### src/rtl/uart_crc_frame_tx.sv
// uart_crc_frame_tx
// Frame transmitter that serializes payload bytes as UART 8N1 (LSB first,
// one start bit, one stop bit). After the byte flagged with data_last, it
// appends a CRC-8 byte (poly 0x07, init 0x00, MSB-first, no reflection,
// no final XOR) to the line with no idle gap.
//
// Ports:
//   clk        in   system clock, rising edge
//   reset      in   synchronous active-high reset
//   data_in    in   payload byte
//   data_valid in   data_in is valid
//   data_last  in   current byte ends the frame
//   data_ready out  byte accepted this cycle when data_valid is high (registered)
//   tx_serial  out  UART line, idles high
//   tx_start   out  one-cycle pulse at the start bit of every byte, CRC included
//   tx_data    out  byte currently on the line, held until next tx_start
//   crc_value  out  CRC of the last completed frame
//   crc_ready  out  one-cycle pulse when crc_value updates
//   busy       out  high whenever the FSM is not idle
module uart_crc_frame_tx #(
  parameter int CLK_FREQ     = 50_000_000,
  parameter int BAUD_RATE    = 115200,
  parameter int CLKS_PER_BIT = CLK_FREQ / BAUD_RATE
) (
  input  logic       clk,
  input  logic       reset,
  input  logic [7:0] data_in,
  input  logic       data_valid,
  input  logic       data_last,
  output logic       data_ready,
  output logic       tx_serial,
  output logic       tx_start,
  output logic [7:0] tx_data,
  output logic [7:0] crc_value,
  output logic       crc_ready,
  output logic       busy
);

  localparam int CNT_W = (CLKS_PER_BIT > 1) ? $clog2(CLKS_PER_BIT) : 1;
  localparam logic [CNT_W-1:0] LAST_CNT = CNT_W'(CLKS_PER_BIT - 1);

  typedef enum logic [1:0] {
    S_IDLE  = 2'd0,
    S_START = 2'd1,
    S_DATA  = 2'd2,
    S_STOP  = 2'd3
  } state_t;

  state_t           state_q, state_d;
  logic [CNT_W-1:0] cnt_q, cnt_d;
  logic [2:0]       idx_q, idx_d;
  logic [7:0]       shift_q, shift_d;
  logic [7:0]       crc_run_q, crc_run_d;
  logic             crc_pending_q, crc_pending_d;
  logic             sending_crc_q, sending_crc_d;
  logic             tx_serial_q, tx_serial_d;
  logic             tx_start_q, tx_start_d;
  logic [7:0]       tx_data_q, tx_data_d;
  logic [7:0]       crc_value_q, crc_value_d;
  logic             crc_ready_q, crc_ready_d;
  logic             data_ready_q, data_ready_d;
  logic             busy_q, busy_d;

  logic accept_s;
  logic bit_done_s;
  logic crc_next_s;

  // Byte-wide CRC-8 update, polynomial x^8+x^2+x+1, MSB first.
  function automatic logic [7:0] crc8_update(input logic [7:0] crc, input logic [7:0] din);
    logic [7:0] c;
    c = crc ^ din;
    for (int i = 0; i < 8; i++) begin
      if (c[7]) begin
        c = {c[6:0], 1'b0} ^ 8'h07;
      end else begin
        c = {c[6:0], 1'b0};
      end
    end
    return c;
  endfunction

  assign accept_s   = data_valid & data_ready_q;
  assign bit_done_s = (cnt_q == LAST_CNT);
  // CRC byte follows only once per frame: not after the CRC byte itself.
  assign crc_next_s = crc_pending_q & ~sending_crc_q;

  // State and datapath registers with synchronous reset.
  always_ff @(posedge clk) begin
    if (reset) begin
      state_q       <= S_IDLE;
      cnt_q         <= '0;
      idx_q         <= 3'd0;
      shift_q       <= 8'h00;
      crc_run_q     <= 8'h00;
      crc_pending_q <= 1'b0;
      sending_crc_q <= 1'b0;
      tx_serial_q   <= 1'b1;
      tx_start_q    <= 1'b0;
      tx_data_q     <= 8'h00;
      crc_value_q   <= 8'h00;
      crc_ready_q   <= 1'b0;
      data_ready_q  <= 1'b1;
      busy_q        <= 1'b0;
    end else begin
      state_q       <= state_d;
      cnt_q         <= cnt_d;
      idx_q         <= idx_d;
      shift_q       <= shift_d;
      crc_run_q     <= crc_run_d;
      crc_pending_q <= crc_pending_d;
      sending_crc_q <= sending_crc_d;
      tx_serial_q   <= tx_serial_d;
      tx_start_q    <= tx_start_d;
      tx_data_q     <= tx_data_d;
      crc_value_q   <= crc_value_d;
      crc_ready_q   <= crc_ready_d;
      data_ready_q  <= data_ready_d;
      busy_q        <= busy_d;
    end
  end

  // Next-state logic.
  always_comb begin
    state_d = state_q;
    case (state_q)
      S_IDLE: begin
        if (accept_s) state_d = S_START;
        else          state_d = S_IDLE;
      end
      S_START: begin
        if (bit_done_s) state_d = S_DATA;
        else            state_d = S_START;
      end
      S_DATA: begin
        if (bit_done_s && (idx_q == 3'd7)) state_d = S_STOP;
        else                               state_d = S_DATA;
      end
      S_STOP: begin
        if (bit_done_s) state_d = crc_next_s ? S_START : S_IDLE;
        else            state_d = S_STOP;
      end
      default: state_d = S_IDLE;
    endcase
  end

  // Output and datapath next values; outputs are registered one cycle ahead.
  always_comb begin
    cnt_d         = cnt_q;
    idx_d         = idx_q;
    shift_d       = shift_q;
    crc_run_d     = crc_run_q;
    crc_pending_d = crc_pending_q;
    sending_crc_d = sending_crc_q;
    tx_serial_d   = tx_serial_q;
    tx_start_d    = 1'b0;
    tx_data_d     = tx_data_q;
    crc_value_d   = crc_value_q;
    crc_ready_d   = 1'b0;
    case (state_q)
      S_IDLE: begin
        if (accept_s) begin
          shift_d       = data_in;
          tx_data_d     = data_in;
          tx_start_d    = 1'b1;
          tx_serial_d   = 1'b0;
          cnt_d         = '0;
          crc_run_d     = crc8_update(crc_run_q, data_in);
          crc_pending_d = data_last;
          sending_crc_d = 1'b0;
        end else begin
          tx_serial_d = 1'b1;
        end
      end
      S_START: begin
        if (bit_done_s) begin
          cnt_d       = '0;
          idx_d       = 3'd0;
          tx_serial_d = shift_q[0];
        end else begin
          cnt_d = cnt_q + CNT_W'(1);
        end
      end
      S_DATA: begin
        if (bit_done_s) begin
          cnt_d   = '0;
          idx_d   = idx_q + 3'd1;
          shift_d = {1'b0, shift_q[7:1]};
          // After bit 7 the line goes to the stop level.
          if (idx_q == 3'd7) tx_serial_d = 1'b1;
          else               tx_serial_d = shift_q[1];
        end else begin
          cnt_d = cnt_q + CNT_W'(1);
        end
      end
      S_STOP: begin
        if (bit_done_s) begin
          cnt_d = '0;
          if (crc_next_s) begin
            // Chain straight into the CRC byte's start bit.
            shift_d       = crc_run_q;
            tx_data_d     = crc_run_q;
            tx_start_d    = 1'b1;
            crc_value_d   = crc_run_q;
            crc_ready_d   = 1'b1;
            sending_crc_d = 1'b1;
            crc_run_d     = 8'h00;
            tx_serial_d   = 1'b0;
          end else begin
            crc_pending_d = 1'b0;
            sending_crc_d = 1'b0;
            tx_serial_d   = 1'b1;
          end
        end else begin
          cnt_d = cnt_q + CNT_W'(1);
        end
      end
      default: begin
        cnt_d       = '0;
        tx_serial_d = 1'b1;
      end
    endcase
  end

  // Handshake/status flags follow the next state so they line up with it.
  always_comb begin
    data_ready_d = (state_d == S_IDLE);
    busy_d       = (state_d != S_IDLE);
  end

  assign data_ready = data_ready_q;
  assign tx_serial  = tx_serial_q;
  assign tx_start   = tx_start_q;
  assign tx_data    = tx_data_q;
  assign crc_value  = crc_value_q;
  assign crc_ready  = crc_ready_q;
  assign busy       = busy_q;

endmodule

### config.mk
export PLATFORM = sky130hd
export DESIGN_NAME = uart_crc_frame_tx
export DESIGN_NICKNAME = d
export VERILOG_FILES = /design/src/rtl/uart_crc_frame_tx.sv
export SDC_FILE = /design/constraint.sdc
export NUM_CORES = 1
export LEC_CHECK = 0
export BUFFER_PORTS_ARGS = -buffer_cell sky130_fd_sc_hd__buf_2
export CAP_MARGIN = 10
export CORE_ASPECT_RATIO = 1.1
export CORE_UTILIZATION = 50
export CTS_CLUSTER_SIZE = 20
export DETAILED_ROUTE_END_ITERATION = 10
export PLACE_DENSITY_LB_ADDON = 0.08
export SLEW_MARGIN = 20
export SYNTH_ARGS = -nofsm -noshare
export SYNTH_HDL_FRONTEND = slang
export SYNTH_SLANG_ARGS = --single-unit
### constraint.sdc
create_clock -name clk -period 1.9 [get_ports clk]
set_input_delay 0.38 -clock clk [delete_from_list [all_inputs] [get_ports clk]]
set_output_delay 0.38 -clock clk [all_outputs]
set_load 0.02 [all_outputs]
==> results.json, run 1 <==
{
  "power.switching_uw": 1100,
  "dieArea_um2": 5500,
  "critPathArrivalTime_ps": 2120,
  "wirelength_mm": 6.19,
  "rows": 27,
  "rr_worst_depth": 5,
  "ys_seq_area_share_pct": 40.7,
  "die_x_um": 70.8,
  "clock_skew_ps": 7.90,
  "fin_crit_sh_pct": 97.9,
  "grt_usage_pct": 23.8,
  "diodes": 0,
  "crit_path_start_kind": "flip-flop",
  "cts_tree": "yes",
  "ir_worst_vdd_uv": 536,
  "grt-ovfl-total": 0,
  "drtIter0Drc": 134,
  "cts.sinks": 53,
  "dpl.hpwl_mm": 4.48,
  "core_um2": 5000,
  "cts_buffers": 5,
  "power_uw": 3160,
  "ys_ff_latch": 53,
  "clk_pin_slew_ps": 90,
  "cts_root_buffer": "clkbuf_8",
  "netlist_area_um2": 2600,
  "whs_ps": 318,
  "syn_inst": 309,
  "yosysTopAreaCell": "dfxtp_1",
  "fillerInstances": 444,
  "yosysTopAreaCellShare_pct": 40.7,
  "fin_nets": 381,
  "grt_pass1_vias": 2228,
  "swShare_pct": 34.7,
  "synth_area_leaders": "dfxtp_1 41%, nand2_1 7.8%, xnor2_1 7.4%",
  "status": "finished, final reports clean",
  "drt-vias-per-instance": 5.57,
  "synth_edf_count": 0,
  "hold_depth": 2,
  "grt_pass1_wl_mm": 10.3,
  "grt_start_max_net_pins": 23,
  "clkLatencyLatePin_ps": 310,
  "start_util_pct": 52.1,
  "setup_viol_count_final": 0,
  "async_flop_share_pct": 0,
  "max_slew_margin_pct": 63.3,
  "drc": 0,
  "vias": 2329,
  "drv_cap": 0,
  "final_util_pct": 62.5,
  "synthFlopType": "dfxtp_1",
  "worstSetupEndpointType": "flip-flop",
  "syn_avg_cell_area_um2": 8.43,
  "critPathKind": "reg -> reg",
  "cts_max_path_buffers": 2,
  "die_h_um": 77.7,
  "cp.required_ps": 2160,
  "postCtsHoldBufs": 0,
  "clock_power_share_pct": 20.3,
  "combPwrFrac_pct": 35.9,
  "first_pass_iters": 6,
  "place.port_buffers": 32,
  "ant_nets": 0,
  "p_leak_uw": 0.00125,
  "slew_viol_final": 0,
  "path_max_fanout": 6,
  "globalplace.congestion": 0.811,
  "wl_per_cell_um": 14.8,
  "syn_nets": 331,
  "fmax_mhz": 537,
  "ys_warn_count": 0,
  "antenna_found_initial": 0,
  "power_frac_seq_pct": 43.8,
  "synth_cell_type_count": 39,
  "seqCellArea_um2": 1060,
  "worstHoldPathType": "in -> reg",
  "final_hold_viol_count": 0,
  "area_delta_synth_final_pct": 19.9,
  "cts_htree_levels": 2,
  "power_density_nw_per_um2": 1010,
  "internal-power_uw": 2060,
  "io_pins": 33,
  "multi_input_area_um2": 1490,
  "worst_slew_pin_slew_ps": 544,
  "fin_crit_ps": 1860,
  "drive_above_1_share_pct": 24.2
}
==> timing repair <==
action / in CTS / in global routing
setup buffers: 2 / 0
endpoints found under the setup margin: 2 / 22
pin swaps: 5 / 1
resized for setup: 2 / 15
==> power groups by stage <==
stage	Sequential [uW]	Combinational [uW]	Clock [uW]
2_1_floorplan	1410	818	0
3_3_place_gp	1410	1100	0
3_5_place_dp	1410	1100	0
4_1_cts	1380	1120	661
5_1_grt	1400	1250	712
6_report	1380	1130	640
==> placed cells by master (no fill, tap or decap), types with 2 or more instances in the layout <==
master	synthesis	final
buf_4	0	27
a31oi_1	14	14
nand2_1	54	53
ha_1	10	9
clkbuf_8	0	5
inv_1	8	8
xnor2_1	22	22
or3_1	6	5
a211oi_1	5	4
xor2_1	6	6
buf_2	3	32
o21ai_0	4	3
buf_6	1	2
dfxtp_2	0	2
dfxtp_1	53	51
nand3b_1	2	2
a22oi_1	11	11
nand2b_1	2	2
a21oi_1	13	12
a311oi_2	1	2
nor2_1	33	33
nand4_1	5	5
a311oi_1	7	6
nor3_1	4	4
nand3_1	16	16
==> registers in the layout (all words and copies together) (netlist names), 2 cells and up <==
register and flops:
cnt_q 9, crc_run_q 8, crc_value 8, idx_q 3, shift_q 8, state_q 2
tx_data 8
==> final timing paths <==
check,start,end,slack [ps]
setup / recovery,cnt_q[6],busy,40
hold / removal,reset,state_q[0],320
hold reg to reg,crc_value[3],crc_value[3],460
setup reg to reg,cnt_q[6],busy,40
==> area by class of cell <==
cell class              count  area share [%]
inverters                   8           0.962
clock buffers               6            2.32
flip-flops and latches     53            34.1
multi-input cells         230            47.6
clock inverters             2           0.441
repair buffers             61            12.3
well taps                  58            2.32
==> logic make-up after synthesis <==
logic type	share of synthesized area, %
fa+ha+maj	4.80
simple gates	22.6
mux	0.432
xor+xnor	10.3
compound gates	17.0
buf+inv	4.18
flops	40.7
==> critical path, stage by stage, from the launching register on <==
cell and delay (ps):
dfxtp_2 330, or4b_4 590, nor2_8 160, mux2_4 330, a211oi_4 250, or2_4 150
==> Yosys cell counts, types with 2 or more instances <==
cell / instances
buf_2: 3
xor2_1: 6
a31oi_1: 14
nand4_1: 5
a311oi_1: 7
or3_1: 6
inv_1: 8
ha_1: 10
nand3b_1: 2
nor3_1: 4
nand3_1: 16
nor2_1: 33
o21ai_0: 4
a21oi_1: 13
a211oi_1: 5
dfxtp_1: 53
xnor2_1: 22
clkbuf_1: 13
a22oi_1: 11
nand2b_1: 2
nand2_1: 54
==> routing by layer <==
layer  routed length, um  share of wire (%)  GRT usage [%]
met2                3110                 50           41.8
met4                 133                2.1           9.20
met5                   0                  0              0
met1                2770                 45           29.1
met3                 171                2.8           3.77
==> metrics by stage <==
step                      cell area [um^2]  setup WS [ps]  setup TNS (ps)  instances
after CTS                             3070           10.2               0        418
after floorplan                       2610           17.7               0        309
final                                 3120           39.2               0        418
after detailed placement              2970           2.48               0        408
after global placement                2970           54.2               0        408
after global routing                  3120          -2.72           -2.72        418
Note: power is estimated with default switching activity, not from simulation.
==> inputs of run 2 (changes only) <==
- clock period: 1.9 -> 1.6 ns (I/O delays scaled with it)
==> run 2 against run 1 <==
  * The flow now finishes with violations (negative setup slack)
  * Setup slack got worse by 290 ps
  * Via count is 9.0% higher
  * Total power grew 37%
  * Largest cell class unchanged
  * Sequential cell count unchanged
  * Clock power increased by 44%
  * Register-to-register slack got worse by 290 ps
  * Combinational power grew 60%
  * Worst hold slack lost 51 ps
  * Non-clock buffer count increased by 39
  * Count of clock-buffer cells in the layout stayed put
  * Die area unchanged
  * Global-route usage up 1.2 points
==> results.json, run 2 (synthesized netlist as in run 1, its figures left out) <==
{
  "start_util_pct": 52.1,
  "drtIter0Drc": 155,
  "clkLatencyLatePin_ps": 310,
  "area_delta_synth_final_pct": 39.1,
  "worst_slew_pin_slew_ps": 435,
  "final_cell_mix": "59 x buf_4, 51 x nand2_1, 49 x dfxtp_1, 32 x buf_2, 29 x nor2_1",
  "final_util_pct": 72.5,
  "cp.required_ps": 1790,
  "core_um2": 5000,
  "crit_family": "simple AND/OR/NAND/NOR gates",
  "combPwrFrac_pct": 41.9,
  "place.port_buffers": 32,
  "multi_input_area_um2": 1610,
  "crit_chain": "or4b_4 -> o21ai_2 -> buf_4 -> a311oi_2 -> or2_2",
  "largest_register_ffs": 9,
  "grt_pass1_wl_mm": 10.9,
  "drive_above_1_share_pct": 36.6,
  "power.switching_uw": 1420,
  "worstHoldPathType": "in -> reg",
  "vias": 2538,
  "ant_nets": 0,
  "cts_tree": "yes",
  "fillerInstances": 412,
  "grt_usage_pct": 25.1,
  "fin_crit_sh_pct": 116,
  "regMostFlops": "cnt_q",
  "fin_area_um2": 3620,
  "wl_per_cell_um": 14.7,
  "layout_setup_ws_ps": -252,
  "slowest_delay_ps": 580,
  "postCtsHoldBufs": 0,
  "path_max_fanout": 3,
  "fmax_mhz": 540,
  "cp_num_cells": 5,
  "diodes": 0,
  "slowest_stage": "or4b_4",
  "drv_cap": 0,
  "grt-ovfl-total": 0,
  "wirelength_mm": 6.71,
  "first_pass_iters": 7,
  "final_hold_viol_count": 0,
  "cts.sinks": 53,
  "worstSetupEndpointType": "flip-flop",
  "internal-power_uw": 2900,
  "crit_path_start_kind": "flip-flop",
  "slew_viol_final": 0,
  "die_x_um": 70.8,
  "failed_checks": "negative setup slack",
  "fin_nets": 420,
  "cp_num_buf_inv": 1,
  "hold_depth": 2,
  "critPathKind": "reg -> reg",
  "cts_htree_levels": 2,
  "antenna_found_initial": 0,
  "whs_ps": 266,
  "swShare_pct": 32.9,
  "ir_worst_vdd_uv": 598,
  "grt_start_max_net_pins": 40,
  "drc": 0,
  "globalplace.congestion": 0.797,
  "cts_buffers": 5,
  "dieArea_um2": 5500,
  "critPathArrivalTime_ps": 2040,
  "rr_worst_depth": 5,
  "power_density_nw_per_um2": 1190,
  "clock_skew_ps": 11.9,
  "dpl.hpwl_mm": 4.88,
  "mostFrequentLayoutCell": "buf_4",
  "placed_cell_area_um2": 3340,
  "clock_power_share_pct": 21.4,
  "setup_viol_count_final": 53,
  "power_frac_seq_pct": 36.7,
  "die_h_um": 77.7,
  "status": "finished with violations",
  "cts_root_buffer": "clkbuf_8",
  "max_slew_margin_pct": 71.0,
  "fin_crit_ps": 1850,
  "rows": 27,
  "drt-vias-per-instance": 5.55,
  "seqCellArea_um2": 1070,
  "cts_max_path_buffers": 2,
  "clk_pin_slew_ps": 100,
  "io_pins": 33,
  "rsz0062_at_grt": "yes",
  "p_leak_uw": 0.00152,
  "grt_pass1_vias": 2398,
  "finalSetupTns_ps": -7600
}
## run 2: changes by cell type in the layout (fill, tap and decap cells not counted), sizes merged
cell    previous run  this run
buf               61       100
inv                9         8
bufinv             0         1
## run 2: timing repair
| item | CTS | global route |
|---|---|---|
| resized for setup | 6 | 24 |
| setup buffers | 2 | 2 |
| pin swaps | 5 | 6 |
| endpoints found under the setup margin | 52 | 53 |
| cloned | 0 | 1 |
## run 2: worst paths after layout
kind	from	endpoint	slack, ps
min reg2reg	crc_value[7]	crc_value[7]	460
min	reset	crc_pending_q	270
max	cnt_q[6]	busy	-250
max reg2reg	cnt_q[6]	busy	-250
## run 2: metrics by stage
step	setup WS, ps	cells	total power (uW)
floorplan	-191	309	2690
global placement	-192	444	3300
detailed placement	-228	444	3330
CTS	-221	454	4290
global route	-312	457	4550
finish	-252	457	4320
## run 2: final cells by class
| type | count | area share (%) |
|---|---|---|
| inverters | 8 | 0.898 |
| clock inverters | 2 | 1.07 |
| well taps | 58 | 2.00 |
| clock buffers | 6 | 2.00 |
| repair buffers | 100 | 20.2 |
| flip-flops and latches | 53 | 29.5 |
| multi-input cells | 230 | 44.4 |
## run 2: routing by layer
layer	global-route usage [%]	vias up	part of all wire (%)
met5	0	-	0
met4	8.20	0	2.0
met3	4.03	10	2.8
met2	45.4	57	52
met1	29.9	1216	43
li1	-	1255	-
## run 2: power by group through the flow
stage	combinational, uW	clock (uW)	sequential, uW
after floorplan	1010	0	1680
after global placement	1690	0	1610
after detailed placement	1720	0	1610
after CTS	1770	936	1580
after global routing	1960	982	1600
final	1810	924	1590
## run 2: worst reg2reg max path, cell delays in order, from the launching register on
cell and delay (ps):
dfxtp_2 330, or4b_4 580, o21ai_2 250, buf_4 170
a311oi_2 120, or2_2 290
==> inputs of run 3 (changes only) <==
==> constraint.sdc (replaced) <==
create_clock -name clk -period 1.6 [get_ports clk]
set_input_delay 0.16 -clock clk [delete_from_list [all_inputs] [get_ports clk]]
set_output_delay 0.16 -clock clk [all_outputs]
set_load 0.02 [all_outputs]
==> run 3 against run 2 <==
  * The flow still finishes with violations (negative setup slack)
  * Register-to-register slack about the same
  * Total power fell by 5.9%
  * Design area down 3.0%
  * Count of clock-buffer cells in the layout decreased by 1
  * Clock power is 12% lower
  * Global-route usage increased by 0.60 points
  * Cell count down 0.66%
  * Critical path depth stayed put
  * Critical path type unchanged
  * Critical endpoint unchanged
  * Largest cell class unchanged
  * Largest power group unchanged
  * Highest routed layer unchanged
==> results.json, run 3 (synthesized netlist as in run 1, its figures left out) <==
{
  "place.port_buffers": 32,
  "regMostFlops": "cnt_q",
  "r2r_start": "cnt_q[6]",
  "ant_nets": 0,
  "drv_cap": 0,
  "critPathKind": "reg -> reg",
  "fin_nets": 417,
  "internal-power_uw": 2650,
  "setup_viol_count_final": 53,
  "diodes": 0,
  "busiest_layer": "met2",
  "drtIter0Drc": 155,
  "combPwrFrac_pct": 40.9,
  "first_pass_iters": 7,
  "drive_above_1_share_pct": 34.6,
  "clk_pin_slew_ps": 110,
  "antenna_found_initial": 0,
  "use_met2_pct": 46.3,
  "worst_slew_pin_slew_ps": 291,
  "whs_ps": 126,
  "clkLatencyLatePin_ps": 310,
  "cts_root_buffer": "clkbuf_8",
  "crit_path_start_kind": "flip-flop",
  "area_delta_synth_final_pct": 34.9,
  "p_leak_uw": 0.00148,
  "globalplace.congestion": 0.799,
  "rows": 27,
  "dp_slack_ps": -248,
  "vias": 2483,
  "wirelength_mm": 6.73,
  "rr_worst_depth": 5,
  "worstReg2RegEnd": "busy",
  "largest_register_ffs": 9,
  "fillerInstances": 426,
  "dpl.hpwl_mm": 4.84,
  "final_cell_mix": "58 x buf_4, 53 x nand2_1, 48 x dfxtp_1, 32 x buf_2, 30 x nor2_1",
  "status": "finished with violations",
  "cts_buffers": 5,
  "regToRegSetupSlack_ps": -250,
  "fmax_mhz": 541,
  "fin_crit_ps": 1850,
  "swShare_pct": 34.9,
  "final_util_pct": 70.3,
  "grt_start_max_net_pins": 25,
  "cp.required_ps": 1800,
  "core_um2": 5000,
  "start_util_pct": 52.1,
  "final_hold_viol_count": 0,
  "die_h_um": 77.7,
  "met1_usage_pct": 31.1,
  "critPathArrivalTime_ps": 2050,
  "grt_pass1_wl_mm": 11.1,
  "power.switching_uw": 1420,
  "drt-vias-per-instance": 5.47,
  "holdPathEnd": "state_q[0]",
  "cts_max_path_buffers": 2,
  "grt-ovfl-total": 0,
  "die_x_um": 70.8,
  "path_max_fanout": 3,
  "fin_crit_sh_pct": 115,
  "mostFrequentLayoutCell": "buf_4",
  "clock_power_share_pct": 20.0,
  "slew_viol_final": 0,
  "worstHoldPathType": "in -> reg",
  "rsz0062_at_grt": "yes",
  "cts_htree_levels": 2,
  "max_slew_margin_pct": 80.4,
  "dieArea_um2": 5500,
  "io_pins": 33,
  "cts.sinks": 53,
  "grt_pass1_vias": 2424,
  "fin_area_um2": 3510,
  "clock_skew_ps": 10.2,
  "worst_hold_startpoint": "reset",
  "failed_checks": "negative setup slack",
  "layout_setup_ws_ps": -247,
  "drc": 0,
  "power_frac_seq_pct": 39.1,
  "wl_per_cell_um": 14.8,
  "ir_worst_vdd_uv": 558,
  "met3_usage_pct": 4.03,
  "placed_cell_area_um2": 3290,
  "hold_depth": 2,
  "power_density_nw_per_um2": 1160,
  "worstSetupEndpointType": "flip-flop",
  "grt_usage_pct": 25.7,
  "cts_tree": "yes"
}
## run 3: final cells by class
class	instances	area (um^2)	area share, %
inverters	8	32.5	0.926
well taps	58	72.6	2.07
clock buffers	5	68.8	1.96
multi-input cells	230	1560	44.4
repair buffers	97	683	19.4
clock inverters	3	25.0	0.712
flip-flops and latches	53	1070	30.4
## run 3: per-layer routing
metal	share of wire (%)	wire [um]	vias up
met5	0	0	-
met4	1.7	116	0
met3	3.9	265	11
met2	52	3500	52
met1	42	2850	1175
li1	-	-	1245
## run 3: power groups by stage
stage	Sequential [uW]	Clock, uW	Combinational, uW
finish	1590	814	1660
global route	1610	883	1810
CTS	1590	825	1650
detailed placement	1620	0	1590
global placement	1610	0	1570
floorplan	1680	0	1010
## run 3: what timing repair did
item,4_1_cts,5_1_grt
endpoints found under the setup margin,51,53
buffers inserted,4,3
resized for setup,17,3
cloned,1,0
hold buffers,0,0
pin swaps,3,2
## run 3: worst max path at each step
stage,end,from,slack [ps],depth (start not counted)
after floorplan,busy,cnt_q[6],-190,5
after global placement,busy,cnt_q[6],-190,5
after detailed placement,busy,cnt_q[6],-250,5
after CTS,shift_q[5],cnt_q[6],-240,5
after global routing,busy,cnt_q[6],-310,5
final,busy,cnt_q[6],-250,5
## run 3: through the flow
step | TNS (ps) | total power (uW) | cells
4_1_cts | -6700 | 4060 | 452
3_5_place_dp | -5690 | 3210 | 439
5_1_grt | -11440 | 4300 | 454
2_1_floorplan | -3830 | 2690 | 309
3_3_place_gp | -4960 | 3180 | 439
6_report | -7400 | 4070 | 454
## run 3: worst max-delay path, cell delays in order (launching register included)
cell	delay, ps
dfxtp_2	330
or4b_4	590
o21ai_2	250
buf_4	160
a311oi_2	110
or2_2	290
